[src/rtl/multiplier_share_arbiter_if.sv]
// Requester and multiplier bundle for multiplier_share_arbiter.
// slave is the arbiter's view; master is the environment's view.
interface multiplier_share_arbiter_if #(
    parameter int WIDTH = 4,
    parameter int NREQ  = 2
);
    logic [NREQ-1:0]       req;
    logic [NREQ-1:0]       req_t;
    logic [NREQ*WIDTH-1:0] op_a;
    logic [NREQ*WIDTH-1:0] op_b;
    logic [NREQ-1:0]       op_t;
    logic [NREQ-1:0]       gnt;
    logic                  gnt_t;
    logic [NREQ-1:0]       done;
    logic                  done_t;
    logic [2*WIDTH-1:0]    result;
    logic                  result_t;
    logic                  err;
    logic                  err_t;
    logic                  mul_start;
    logic                  mul_start_t;
    logic [WIDTH-1:0]      mul_a;
    logic [WIDTH-1:0]      mul_b;
    logic                  mul_op_t;
    logic                  mul_productDone;
    logic                  mul_productDone_t;
    logic [2*WIDTH-1:0]    mul_product;
    logic                  mul_product_t;

    modport slave (
        input  req, req_t, op_a, op_b, op_t,
        input  mul_productDone, mul_productDone_t,
        input  mul_product, mul_product_t,
        output gnt, gnt_t, done, done_t,
        output result, result_t, err, err_t,
        output mul_start, mul_start_t,
        output mul_a, mul_b, mul_op_t
    );

    modport master (
        output req, req_t, op_a, op_b, op_t,
        output mul_productDone, mul_productDone_t,
        output mul_product, mul_product_t,
        input  gnt, gnt_t, done, done_t,
        input  result, result_t, err, err_t,
        input  mul_start, mul_start_t,
        input  mul_a, mul_b, mul_op_t
    );
endinterface

[src/rtl/multiplier_share_arbiter.sv]
// Round-robin sharing of one sequential multiplier between NREQ requesters,
// with a completion watchdog and taint bits carried on every output.
module multiplier_share_arbiter #(
    parameter int WIDTH   = 4,
    parameter int NREQ    = 2,
    parameter int TIMEOUT = 2*WIDTH+6
) (
    input logic                     clk,
    input logic                     rst,
    multiplier_share_arbiter_if.slave io_bus
);
    localparam int PW  = (NREQ > 1) ? $clog2(NREQ) : 1;
    localparam int WDW = $clog2(TIMEOUT+1);

    typedef enum logic [1:0] {
        S_IDLE,
        S_ISSUE,
        S_WAIT,
        S_DELIVER
    } state_t;

    state_t             r_state, w_state_nxt;
    logic [PW-1:0]      r_ptr, w_ptr_nxt;
    logic [PW-1:0]      r_owner, w_owner_nxt;
    logic [WDW-1:0]     r_wd, w_wd_nxt;
    logic [NREQ-1:0]    r_gnt, w_gnt_nxt;
    logic               r_gnt_t, w_gnt_t_nxt;
    logic [NREQ-1:0]    r_done, w_done_nxt;
    logic               r_done_t, w_done_t_nxt;
    logic [2*WIDTH-1:0] r_result, w_result_nxt;
    logic               r_result_t, w_result_t_nxt;
    logic               r_err, w_err_nxt;
    logic               r_err_t, w_err_t_nxt;
    logic               r_start, w_start_nxt;
    logic               r_start_t, w_start_t_nxt;
    logic [WIDTH-1:0]   r_mul_a, w_mul_a_nxt;
    logic [WIDTH-1:0]   r_mul_b, w_mul_b_nxt;
    logic               r_mul_op_t, w_mul_op_t_nxt;

    logic [PW-1:0]      w_win;
    logic [PW-1:0]      w_idx;
    logic [NREQ-1:0]    w_win_oh;
    logic [NREQ-1:0]    w_own_oh;
    logic [WIDTH-1:0]   w_a;
    logic [WIDTH-1:0]   w_b;
    logic               w_opt;
    logic               w_res_t;

    // Scan downward so the lowest offset from ptr+1 is written last and wins.
    always_comb begin
        int j;
        w_win = '0;
        w_idx = '0;
        j     = 0;
        for (int k = NREQ; k >= 1; k--) begin
            j = int'(r_ptr) + k;
            if (j >= NREQ) j = j - NREQ;
            w_idx = PW'(j);
            if (io_bus.req[w_idx]) w_win = w_idx;
        end
    end

    always_comb begin
        w_a      = '0;
        w_b      = '0;
        w_opt    = 1'b0;
        w_win_oh = '0;
        w_own_oh = '0;
        for (int i = 0; i < NREQ; i++) begin
            if (PW'(i) == w_win) begin
                w_a         = io_bus.op_a[i*WIDTH +: WIDTH];
                w_b         = io_bus.op_b[i*WIDTH +: WIDTH];
                w_opt       = io_bus.op_t[i];
                w_win_oh[i] = 1'b1;
            end
            if (PW'(i) == r_owner) w_own_oh[i] = 1'b1;
        end
    end

    assign w_res_t = io_bus.mul_product_t | r_mul_op_t
                   | r_gnt_t | io_bus.mul_productDone_t;

    always_comb begin
        w_state_nxt    = r_state;
        w_ptr_nxt      = r_ptr;
        w_owner_nxt    = r_owner;
        w_wd_nxt       = r_wd;
        w_gnt_nxt      = '0;
        w_gnt_t_nxt    = r_gnt_t;
        w_done_nxt     = '0;
        w_done_t_nxt   = 1'b0;
        w_result_nxt   = r_result;
        w_result_t_nxt = r_result_t;
        w_err_nxt      = 1'b0;
        w_err_t_nxt    = 1'b0;
        w_start_nxt    = 1'b0;
        w_start_t_nxt  = 1'b0;
        w_mul_a_nxt    = r_mul_a;
        w_mul_b_nxt    = r_mul_b;
        w_mul_op_t_nxt = r_mul_op_t;
        unique case (r_state)
            S_IDLE: begin
                if (|io_bus.req) begin
                    w_state_nxt    = S_ISSUE;
                    w_owner_nxt    = w_win;
                    w_gnt_nxt      = w_win_oh;
                    w_gnt_t_nxt    = |io_bus.req_t;
                    w_mul_a_nxt    = w_a;
                    w_mul_b_nxt    = w_b;
                    w_mul_op_t_nxt = w_opt;
                end
            end
            S_ISSUE: begin
                w_start_nxt   = 1'b1;
                w_start_t_nxt = r_gnt_t;
                w_wd_nxt      = '0;
                w_state_nxt   = S_WAIT;
            end
            S_WAIT: begin
                w_wd_nxt = r_wd + WDW'(1);
                if (io_bus.mul_productDone) begin
                    w_result_nxt   = io_bus.mul_product;
                    w_result_t_nxt = w_res_t;
                    w_done_nxt     = w_own_oh;
                    w_done_t_nxt   = w_res_t;
                    w_state_nxt    = S_DELIVER;
                end else if (r_wd == WDW'(TIMEOUT-1)) begin
                    w_err_nxt      = 1'b1;
                    w_err_t_nxt    = r_gnt_t | io_bus.mul_productDone_t;
                    w_ptr_nxt      = r_owner;
                    w_gnt_t_nxt    = 1'b0;
                    w_mul_op_t_nxt = 1'b0;
                    w_result_t_nxt = 1'b0;
                    w_state_nxt    = S_IDLE;
                end
            end
            S_DELIVER: begin
                w_ptr_nxt      = r_owner;
                w_gnt_t_nxt    = 1'b0;
                w_mul_op_t_nxt = 1'b0;
                w_result_t_nxt = 1'b0;
                w_state_nxt    = S_IDLE;
            end
            default: w_state_nxt = S_IDLE;
        endcase
    end

    always_ff @(posedge clk or posedge rst) begin
        if (rst) begin
            r_state    <= S_IDLE;
            r_ptr      <= PW'(NREQ-1);
            r_owner    <= '0;
            r_wd       <= '0;
            r_gnt      <= '0;
            r_gnt_t    <= 1'b0;
            r_done     <= '0;
            r_done_t   <= 1'b0;
            r_result   <= '0;
            r_result_t <= 1'b0;
            r_err      <= 1'b0;
            r_err_t    <= 1'b0;
            r_start    <= 1'b0;
            r_start_t  <= 1'b0;
            r_mul_a    <= '0;
            r_mul_b    <= '0;
            r_mul_op_t <= 1'b0;
        end else begin
            r_state    <= w_state_nxt;
            r_ptr      <= w_ptr_nxt;
            r_owner    <= w_owner_nxt;
            r_wd       <= w_wd_nxt;
            r_gnt      <= w_gnt_nxt;
            r_gnt_t    <= w_gnt_t_nxt;
            r_done     <= w_done_nxt;
            r_done_t   <= w_done_t_nxt;
            r_result   <= w_result_nxt;
            r_result_t <= w_result_t_nxt;
            r_err      <= w_err_nxt;
            r_err_t    <= w_err_t_nxt;
            r_start    <= w_start_nxt;
            r_start_t  <= w_start_t_nxt;
            r_mul_a    <= w_mul_a_nxt;
            r_mul_b    <= w_mul_b_nxt;
            r_mul_op_t <= w_mul_op_t_nxt;
        end
    end

    assign io_bus.gnt         = r_gnt;
    assign io_bus.gnt_t       = r_gnt_t;
    assign io_bus.done        = r_done;
    assign io_bus.done_t      = r_done_t;
    assign io_bus.result      = r_result;
    assign io_bus.result_t    = r_result_t;
    assign io_bus.err         = r_err;
    assign io_bus.err_t       = r_err_t;
    assign io_bus.mul_start   = r_start;
    assign io_bus.mul_start_t = r_start_t;
    assign io_bus.mul_a       = r_mul_a;
    assign io_bus.mul_b       = r_mul_b;
    assign io_bus.mul_op_t    = r_mul_op_t;
endmodule

[src/flat_wrapper.sv]
// flat-port wrapper written by rule: the top's interface ports become plain ports
module multiplier_share_arbiter_flat 
#(
    parameter int WIDTH   = 4,
    parameter int NREQ    = 2,
    parameter int TIMEOUT = 2*WIDTH+6
)
  (clk, rst, io_bus_req, io_bus_req_t, io_bus_op_a, io_bus_op_b, io_bus_op_t, io_bus_mul_productDone, io_bus_mul_productDone_t, io_bus_mul_product, io_bus_mul_product_t, io_bus_gnt, io_bus_gnt_t, io_bus_done, io_bus_done_t, io_bus_result, io_bus_result_t, io_bus_err, io_bus_err_t, io_bus_mul_start, io_bus_mul_start_t, io_bus_mul_a, io_bus_mul_b, io_bus_mul_op_t);
  multiplier_share_arbiter_if #(.WIDTH(WIDTH), .NREQ(NREQ)) io_bus_i ();
  input logic clk;
  input logic rst;
  input wire logic [$bits(io_bus_i.req)-1:0] io_bus_req;
  input wire logic [$bits(io_bus_i.req_t)-1:0] io_bus_req_t;
  input wire logic [$bits(io_bus_i.op_a)-1:0] io_bus_op_a;
  input wire logic [$bits(io_bus_i.op_b)-1:0] io_bus_op_b;
  input wire logic [$bits(io_bus_i.op_t)-1:0] io_bus_op_t;
  input wire logic [$bits(io_bus_i.mul_productDone)-1:0] io_bus_mul_productDone;
  input wire logic [$bits(io_bus_i.mul_productDone_t)-1:0] io_bus_mul_productDone_t;
  input wire logic [$bits(io_bus_i.mul_product)-1:0] io_bus_mul_product;
  input wire logic [$bits(io_bus_i.mul_product_t)-1:0] io_bus_mul_product_t;
  output wire logic [$bits(io_bus_i.gnt)-1:0] io_bus_gnt;
  output wire logic [$bits(io_bus_i.gnt_t)-1:0] io_bus_gnt_t;
  output wire logic [$bits(io_bus_i.done)-1:0] io_bus_done;
  output wire logic [$bits(io_bus_i.done_t)-1:0] io_bus_done_t;
  output wire logic [$bits(io_bus_i.result)-1:0] io_bus_result;
  output wire logic [$bits(io_bus_i.result_t)-1:0] io_bus_result_t;
  output wire logic [$bits(io_bus_i.err)-1:0] io_bus_err;
  output wire logic [$bits(io_bus_i.err_t)-1:0] io_bus_err_t;
  output wire logic [$bits(io_bus_i.mul_start)-1:0] io_bus_mul_start;
  output wire logic [$bits(io_bus_i.mul_start_t)-1:0] io_bus_mul_start_t;
  output wire logic [$bits(io_bus_i.mul_a)-1:0] io_bus_mul_a;
  output wire logic [$bits(io_bus_i.mul_b)-1:0] io_bus_mul_b;
  output wire logic [$bits(io_bus_i.mul_op_t)-1:0] io_bus_mul_op_t;
  assign io_bus_i.req = io_bus_req;
  assign io_bus_i.req_t = io_bus_req_t;
  assign io_bus_i.op_a = io_bus_op_a;
  assign io_bus_i.op_b = io_bus_op_b;
  assign io_bus_i.op_t = io_bus_op_t;
  assign io_bus_i.mul_productDone = io_bus_mul_productDone;
  assign io_bus_i.mul_productDone_t = io_bus_mul_productDone_t;
  assign io_bus_i.mul_product = io_bus_mul_product;
  assign io_bus_i.mul_product_t = io_bus_mul_product_t;
  assign io_bus_gnt = io_bus_i.gnt;
  assign io_bus_gnt_t = io_bus_i.gnt_t;
  assign io_bus_done = io_bus_i.done;
  assign io_bus_done_t = io_bus_i.done_t;
  assign io_bus_result = io_bus_i.result;
  assign io_bus_result_t = io_bus_i.result_t;
  assign io_bus_err = io_bus_i.err;
  assign io_bus_err_t = io_bus_i.err_t;
  assign io_bus_mul_start = io_bus_i.mul_start;
  assign io_bus_mul_start_t = io_bus_i.mul_start_t;
  assign io_bus_mul_a = io_bus_i.mul_a;
  assign io_bus_mul_b = io_bus_i.mul_b;
  assign io_bus_mul_op_t = io_bus_i.mul_op_t;
  multiplier_share_arbiter #(.WIDTH(WIDTH), .NREQ(NREQ), .TIMEOUT(TIMEOUT)) u_core (.clk(clk), .rst(rst), .io_bus(io_bus_i));
endmodule
[config.mk]
export PLATFORM = sky130hd
export DESIGN_NAME = multiplier_share_arbiter_flat
export DESIGN_NICKNAME = d
export VERILOG_FILES = /design/src/rtl/multiplier_share_arbiter_if.sv /design/src/rtl/multiplier_share_arbiter.sv /design/src/flat_wrapper.sv
export SDC_FILE = /design/constraint.sdc
export NUM_CORES = 1
export LEC_CHECK = 0
export ABC_CLOCK_PERIOD_IN_PS = 2330
export CORE_MARGIN = 3
export CORE_UTILIZATION = 60
export DETAILED_ROUTE_END_ITERATION = 7
export DONT_BUFFER_PORTS = 1
export GPL_ROUTABILITY_DRIVEN = 0
export GPL_TIMING_DRIVEN = 0
export PLACE_DENSITY = 0.76
export SYNTH_ARGS = -nofsm -noshare
export SYNTH_HDL_FRONTEND = slang
export SYNTH_SLANG_ARGS = --single-unit
[constraint.sdc]
create_clock -name clk -period 2.33 [get_ports clk]
set_clock_uncertainty 0.1 [all_clocks]
set_input_delay 0.466 -clock clk [delete_from_list [all_inputs] [get_ports clk]]
set_output_delay 0.466 -clock clk [all_outputs]
set_load 0.01 [all_outputs]
**Yosys cells after proc, flatten, opt, wreduce, memory -nomap -nowiden**

Index checks and enable logic that the tools add are counted.

- Multiplexer cells: 45
- Reduce and logical (&&, ||, !) cells: 12
- Bitwise gates (word level): 4
- Add/subtract/negate cells: 5
- $lt $le $gt $ge: 4
- Equality and inequality tests: 8

Operators with widths:

| kind | number |
|---|---|
| 1-bit two-way mux | 30 |
| 2-bit two-way mux | 7 |
| 4-bit two-way mux | 2 |
| 2-bit one-hot mux with 4 select lines | 1 |
| 4-bit one-hot mux with 2 select lines | 1 |
| 2-bit AND reduction | 4 |
| 1-bit one-hot mux with 3 select lines | 2 |
| 4-bit by 1-bit adder with 4-bit output (second input constant) | 1 |
| 2-bit == test (second input constant) | 2 |
| 4-bit == test (second input constant) | 1 |
| 1-bit by 2-bit less-than comparator with 1-bit output (second input constant) | 2 |
| 2-bit by 1-bit inequality test with 1-bit output (second input constant) | 2 |
| 1-bit bitwise OR | 4 |
| 1-bit one-hot mux with 2 select lines | 2 |
| 4-bit AND reduction | 1 |
| 2-bit nonzero test | 2 |
| 2-bit OR reduction | 2 |
| 1-bit by 2-bit adder with 3-bit output (second input constant) | 1 |
| 3-bit by 2-bit greater-or-equal comparator with 1-bit output (second input constant) | 1 |
| 3-bit by 2-bit inequality test with 1-bit output (second input constant) | 1 |
| 3-bit AND reduction | 1 |
| 3-bit nonzero test | 1 |
| 1-bit by 1-bit adder with 2-bit output (second input constant) | 1 |
| 2-bit by 1-bit == test with 1-bit output (second input constant) | 1 |
| other kinds (4) | 5 |

- Logic and storage cells: 95
- Bits of input ports: 35
- Bits in registers: 36

**Depth between registers and ports, before layout**

Gate-level depths: netlist of the first run.

- Depth in word-level cells: 10
- Depth in mapped cells: 6
- Gate-level depth less buffers: 5

**Worst setup path after synthesis of the first run**

OpenSTA, ideal clock, no wires.

- Path type: flip-flop to flip-flop
- Start: register u_core.r_state[0]
- End: register u_core.r_result[0], in the netlist u_core.io_bus.result[0]
- Setup slack: 0.783 ns
- Clock period less this slack: 1.547 ns
- Data arrival time: 1.323 ns
- Required time: 2.105 ns
- Cell stages (with the launch flop): 6
- Cells stage by stage: dfrtp_1 -> inv_1 -> ha_1 -> buf_4 -> nand2_2 -> mux2_2

- Word-level cells in the longest chain between the ends: 2

RTL lines:

| element | RTL line | source |
|---|---|---|
| from (decl) | multiplier_share_arbiter.sv:22 | `state_t r_state, w_state_nxt;` |
| from (signal assigned) | multiplier_share_arbiter.sv:168 | `r_state <= w_state_nxt;` |
| 2-bit == test | multiplier_share_arbiter.sv:101 | `unique case (r_state)` |
| 2-bit AND reduction (no source line) | - |  |
| to (signal assigned) | multiplier_share_arbiter.sv:176 | `r_result <= w_result_nxt;` |
| to (decl) | multiplier_share_arbiter.sv:30 | `logic [2*WIDTH-1:0] r_result, w_result_nxt;` |

Every way passes these cells.
A chain may end at the register's enable or synchronous reset.

**Final worst setup path of the first run**

- Start: register u_core.r_state[0]
- End: register u_core.r_state[1]

- Word-level cells in the longest chain between the ends: 3

RTL lines:

| element | RTL line |
|---|---|
| 2-bit == test or 2-bit zero test (tied branches) | multiplier_share_arbiter.sv:101 |
| 3-bit by 2-bit inequality test with 1-bit output (no source line) or 2-bit by 1-bit inequality test with 1-bit output (tied branches) | - |
| 2-bit AND reduction (no source line) | - |

Parallel ways exist; a longest one is shown, timed or not.

==> impl_metrics.ini, run 1 <==
[synth]
synthSimpleGateAreaFrac_pct = 11.5
synth-xor-area-share_pct = 0
synth_top_area_cell = dfrtp_1
synth_edf_count = 0
mappedNetlistArea_mm2 = 0.00161
ys.warnings.count = 0
synth_compound_area_share_pct = 10.7
yosys-top-cells-area = dfrtp_1 (54%), mux2i_1 (6.2%), mux2_2 (5.6%)
synth_top_family_by_area = multiplexers
avgSynthCellArea_um2 = 12.2
netlist.area_leader.share_pct = 54.4
syn_inst = 132
syn-num-nets = 174
synthMuxAreaShare_pct = 12.8
async_flop_share_pct = 100
synth_common_cells = dfrtp_1 (35), o21ai_0 (11), mux2i_1 (10), nand2_1 (10), inv_1 (9)
yosys_register_bits = 36
yosys_most_used_dff = dfrtp_1
synth_cell_types = 33
synth-seq-area-share_pct = 56.1
post-synth-top-count-cell = dfrtp_1
synth_fa_ha_area_share_pct = 5.44

[clocking]
clkLatencyLatePin_ns = 0.34
htreeDepth = 2
clockBufferDepth = 2
numClockSinks = 36
cts_root_buf = clkbuf_4
cts_made_buffers = 5
path_clk_slew_ns = 0.11
post_cts_buffers = 0
tritoncts = done

[global_route]
track_usage_pct = 18.6
grt_overflow = 0
grt_pass1_wl_mm = 4.65
grt_pass1_vias = 1012
antenna_found_initial = 0
grt_max_degree = 37

[worst_setup_path]
crit_path_top_delay_cell = dfrtp_1
reg2reg_from = u_core.r_state[0]$_DFFE_PP0P_
ff2ff_path_depth = 5
reg2reg_to = u_core.r_state[1]$_DFFE_PP0P_
r2r_setup_slack_ns = 0.58
arrival_ns = 1.86
max_stage_delay_ns = 0.42
path_cells = inv_1, ha_1, nor3b_1, o21bai_1, o22ai_1
start_kind = flip-flop
critPathKind = reg2reg
worstPathMaxFanout = 4
crit_required_ns = 2.44
end_kind = flip-flop

[routing]
drtIter0Drc = 25
first_pass_iters = 2
ant_nets = 0
drc = 0
wl_mm = 2.86
num_vias = 993
routedWlPerCell_um = 16.6
vias_per_cell = 5.77

[finish]
nets = 183
regArea_um2 = 902
n_antenna_cell = 0
fillers = 200
drive_gt1_share_pct = 19.0
area_delta_synth_final_pct = 7.70
multiInputGateArea_um2 = 651

[die]
design.core.area_mm2 = 0.00252
rows = 18
io_pins = 63
dieArea_mm2 = 0.00334
die_w_um = 57.8
die_h_um = 57.8
initial_core_util_pct = 63.8

[timing]
slew-limit-headroom_pct = 63.5
finalCritPeriodShare_pct = 74.9
fin_crit_ns = 1.75
finalHoldViolations = 0
worst_pin_slew_ns = 0.545
slew_violations = 0
setup_viol = 0
fmax_ghz = 0.573
rsz0062_at_grt = no
tns_ns = 0
fin_ws_ns = 0.584

[placement]
dp_hpwl_mm = 2.13
post-place-ws_ns = 0.625
portBuffers = 0

[min_path]
min_to = u_core.io_bus.err$_DFF_PP0_
hold_class = in2reg
min-delay-start = io_bus_mul_productDone
hold_path_depth = 1

[power]
p_per_area_mw_per_mm2 = 1230
p_leak_nw = 0.859
vdd_drop_max_v = 0.000841

[run_status]
outcome = finished, final reports clean

[run]
maxCapViolations = 0
[how the worst max path moves through the flow]
stage                                       start                                  end  cells after the start
floorplan           u_core.r_state[0]$_DFFE_PP0P_  u_core.io_bus.result[0]$_DFFE_PP0P_                      5
global placement                              rst           u_core.r_owner$_DFFE_PP0P_                      1
detailed placement  u_core.r_state[0]$_DFFE_PP0P_  u_core.io_bus.result[6]$_DFFE_PP0P_                      5
CTS                 u_core.r_state[0]$_DFFE_PP0P_        u_core.r_state[1]$_DFFE_PP0P_                      5
global route        u_core.r_state[0]$_DFFE_PP0P_        u_core.r_state[1]$_DFFE_PP0P_                      5
finish              u_core.r_state[0]$_DFFE_PP0P_        u_core.r_state[1]$_DFFE_PP0P_                      5
[metal layers]
| layer | part of all wire [%] | global-route usage [%] | vias to the layer above |
|---|---|---|---|
| met3 | 9.8 | 9.58 | 4 |
| met1 | 40 | 21.9 | 470 |
| met4 | 0.94 | 5.96 | 0 |
| li1 | - | - | 481 |
| met5 | 0 | 0 | - |
| met2 | 50 | 29.5 | 38 |
[logic make-up (layout without fill, tap and decap cells)]
logic type | count (synthesis) | after routing
buffers and inverters | 12 | 22
AND/OR/NAND/NOR | 31 | 31
AO/OA/AOI/OAI | 27 | 27
multiplexers | 19 | 19
flip-flops | 36 | 36
adder cells (fa/ha/maj) | 7 | 7
[flip-flops by register name (all words and copies together), names as in the netlist]
register,cells
u_core.io_bus.done,2
u_core.io_bus.done_t,1
u_core.io_bus.err,1
u_core.io_bus.err_t,1
u_core.io_bus.gnt,2
u_core.io_bus.gnt_t,1
u_core.io_bus.mul_a,4
u_core.io_bus.mul_b,4
u_core.io_bus.mul_op_t,1
u_core.io_bus.mul_start,1
u_core.io_bus.mul_start_t,1
u_core.io_bus.result,8
u_core.io_bus.result_t,1
u_core.r_owner,1
u_core.r_ptr,1
u_core.r_state,2
u_core.r_wd,4
[critical path: cells and delay by family, from the launching register on]
kind                       cells  cell delay, ns
AOI/OAI and AO/OA              2            0.34
adders and majority gates      1            0.20
buffers and inverters          1            0.14
DFF                            1            0.42
and+or+nand+nor                1            0.42
[through the flow]
step	power [mW]	cell area (µm²)	instances	hold slack (ns)	utilization (%)
after CTS	2.16	1700	170	0.0606	67.5
after detailed placement	1.83	1650	162	0.416	65.3
after global placement	1.79	1650	162	0.409	65.3
after floorplan	1.67	1610	132	0.342	-
after global routing	2.31	1730	172	0.0448	68.7
final	2.13	1730	172	0.0808	68.7
[area by class of cell]
type	instances	share of cell area, %
plain buffers	3	1.30
multi-input cells	84	37.5
clock buffers	5	2.17
well taps	30	2.17
repair buffers	2	1.73
inverters	9	1.95
clock inverters	3	1.08
flip-flops and latches	36	52.1
[timing repair]
item,4_1_cts,5_1_grt
resized for setup,0,0
hold endpoints to repair,0,9
hold buffers,0,1
[placed cells by master (no fill, tap or decap), types with 2 or more instances in the layout]
cell type and count:
mux2i_1 10, o22ai_1 3, mux2_2 8, nand2b_1 3, buf_4 3, dfrtp_1 35
o21ai_0 11, inv_1 8, and3_1 3, a21oi_1 2, a22o_1 2, and2_1 2
clkbuf_4 5, nand2_1 10, nor2_1 6, clkinv_2 2, ha_1 7
[report_power, final]
| group | switching (mW) | leakage (nW) | internal [mW] | total (mW) |
|---|---|---|---|---|
| Sequential | 0.267 | 0.455 | 0.876 | 1.14 |
| Combinational | 0.342 | 0.369 | 0.326 | 0.668 |
| Clock | 0.204 | 0.0349 | 0.116 | 0.320 |
Power figures use the tool's default switching activity.
==> run 2, diff against run 1 <==
Settings changed: ABC_CLOCK_PERIOD_IN_PS 2330 to 1420, CORE_UTILIZATION 60 to 55, PLACE_DENSITY 0.76 to 0.73.
Clock period 2.33 ns to 1.42 ns, I/O delays scaled along.
==> impl_metrics.ini, run 2 (synthesized netlist as in run 1, its figures left out) <==
[clocking]
htreeDepth = 2
tritoncts = done
numClockSinks = 36
clockBufferDepth = 2
cts_root_buf = clkbuf_4
path_clk_slew_ns = 0.11
cts_made_buffers = 5
clkLatencyLatePin_ns = 0.35

[power]
vdd_drop_max_v = 0.00180
p_leak_nw = 1.00
p_per_area_mw_per_mm2 = 2040

[finish]
drive_gt1_share_pct = 35.4
final_area_mm2 = 0.00212
area_delta_synth_final_pct = 31.5
largest_reg_flops = 8
nets = 205
final_cell_mix = dfrtp_1 (34), dlygate4sd3_1 (13), buf_4 (10), mux2i_1 (10)
final_common_cell = dfrtp_1
n_antenna_cell = 0

[die]
initial_core_util_pct = 61.1
rows = 18
die_h_um = 60.1
die_w_um = 60.1
io_pins = 63
design.core.area_mm2 = 0.00264
dieArea_mm2 = 0.00361

[min_path]
hold_class = in2reg
min-delay-start = io_bus_op_b[3]
min_to = u_core.io_bus.mul_b[3]$_DFFE_PP0P_
hold_path_depth = 2

[worst_setup_path]
reg2reg_to = u_core.io_bus.mul_op_t$_DFFE_PP0P_
max_stage_delay_ns = 0.44
crit_family = simple AND/OR/NAND/NOR gates
crit_required_ns = 1.59
arrival_ns = 1.77
ff2ff_path_depth = 5
end_kind = flip-flop
crit_path_top_delay_cell = dfrtp_1
worstPathMaxFanout = 4
critPathKind = reg2reg
start_kind = flip-flop
path_cells = inv_2, ha_4, nor3b_4, or4_4, o22ai_1
crit_buf_inv = 1
reg2reg_from = u_core.r_state[1]$_DFFE_PP0P_
r2r_setup_slack_ns = -0.18

[timing]
finalHoldViolations = 0
setup_viol = 14
rsz0062_at_grt = yes
fin_ws_ns = -0.179
slew-limit-headroom_pct = 57.9
finalCritPeriodShare_pct = 113
worst_pin_slew_ns = 0.628
fmax_ghz = 0.626
slew_violations = 0
fin_crit_ns = 1.60

[routing]
first_pass_iters = 6
num_vias = 1123
routedWlPerCell_um = 20.2
drc = 0
wl_mm = 3.93
drtIter0Drc = 33
vias_per_cell = 5.79
ant_nets = 0

[global_route]
grt_overflow = 0
track_usage_pct = 21.7
antenna_found_initial = 0
grt_pass1_wl_mm = 5.59
grt_max_degree = 37
grt_pass1_vias = 1173

[placement]
dp_hpwl_mm = 2.26
placed_area_mm2 = 0.00169
post-place-ws_ns = -0.158
portBuffers = 0

[run_status]
violations = negative setup slack
outcome = finished, violations left

[run]
maxCapViolations = 0
## run 2: changes by cell type in the layout (fill, tap and decap cells not counted), moves of 4 or more
cell / before / now
ha_1: 7 / 3
buf_4: 3 / 10
dlygate4sd3_1: 1 / 13
o21ai_0: 11 / 6
inv_1: 8 / 4
## run 2: per-layer routing
metal	GRT usage, %	share of wire, %	vias up	routed length [µm]
li1	-	-	528	-
met4	6.65	0.71	0	28
met2	38.7	57	39	2260
met5	0	0	-	0
met1	23.2	36	552	1410
met3	8.42	5.8	4	229
## run 2: stage by stage
stage / TNS [ns] / utilization (%) / cells / total power [mW] / hold WS (ns)
after detailed placement: -6.49 / 64.1 / 162 / 3.12 / 0.270
final: -0.755 / 80.3 / 194 / 4.31 / 0.0182
after CTS: -1.34 / 74.8 / 189 / 4.04 / 0.00259
after global routing: -1.74 / 80.3 / 194 / 4.60 / 0.0206
after floorplan: -0.103 / - / 132 / 2.83 / 0.255
after global placement: -3.59 / 64.1 / 162 / 3.04 / 0.270
## run 2: where the power goes
| part | switching (mW) | internal, mW | leakage, nW |
|---|---|---|---|
| registers | 0.479 | 1.44 | 0.454 |
| logic | 0.798 | 0.885 | 0.507 |
| clock network | 0.339 | 0.369 | 0.0422 |
## run 2: area by class of cell
cell class	count	area [µm²]
Timing Repair Buffer	24	236
Fill cell	145	519
Sequential cell	36	903
Clock buffer	6	41.3
Tap cell	30	37.5
Inverter	9	36.3
Buffer	3	33.8
Clock inverter	2	35.0
Multi-Input combinational cell	84	792
## run 2: worst max-delay path by stage
| stage | start | endpoint | slack (ns) | cells past startpoint |
|---|---|---|---|---|
| 2_1_floorplan | u_core.r_state[0]$_DFFE_PP0P_ | u_core.io_bus.mul_op_t$_DFFE_PP0P_ | -0.04 | 4 |
| 3_3_place_gp | u_core.io_bus.gnt_t$_DFFE_PP0P_ | u_core.io_bus.result_t$_DFFE_PP0P_ | -0.10 | 3 |
| 3_5_place_dp | u_core.io_bus.gnt_t$_DFFE_PP0P_ | u_core.io_bus.result_t$_DFFE_PP0P_ | -0.16 | 3 |
| 4_1_cts | u_core.r_state[0]$_DFFE_PP0P_ | u_core.io_bus.gnt_t$_DFFE_PP0P_ | -0.14 | 4 |
| 5_1_grt | u_core.r_state[1]$_DFFE_PP0P_ | u_core.io_bus.mul_op_t$_DFFE_PP0P_ | -0.20 | 5 |
| 6_report | u_core.r_state[1]$_DFFE_PP0P_ | u_core.io_bus.mul_op_t$_DFFE_PP0P_ | -0.18 | 5 |
## run 2: timing repair
item,4_1_cts,5_1_grt
endpoints found under the setup margin,27,28
pin swaps,4,2
cloned,1,0
setup buffers,6,3
hold buffers,12,1
endpoints found under the hold margin,14,14
resized for setup,8,24
## run 2: worst reg2reg max path: stages (launching register included)
cell and delay (ns):
dfrtp_1 0.44, inv_2 0.09, ha_4 0.17, nor3b_4 0.16, or4_4 0.43, o22ai_1 0.15
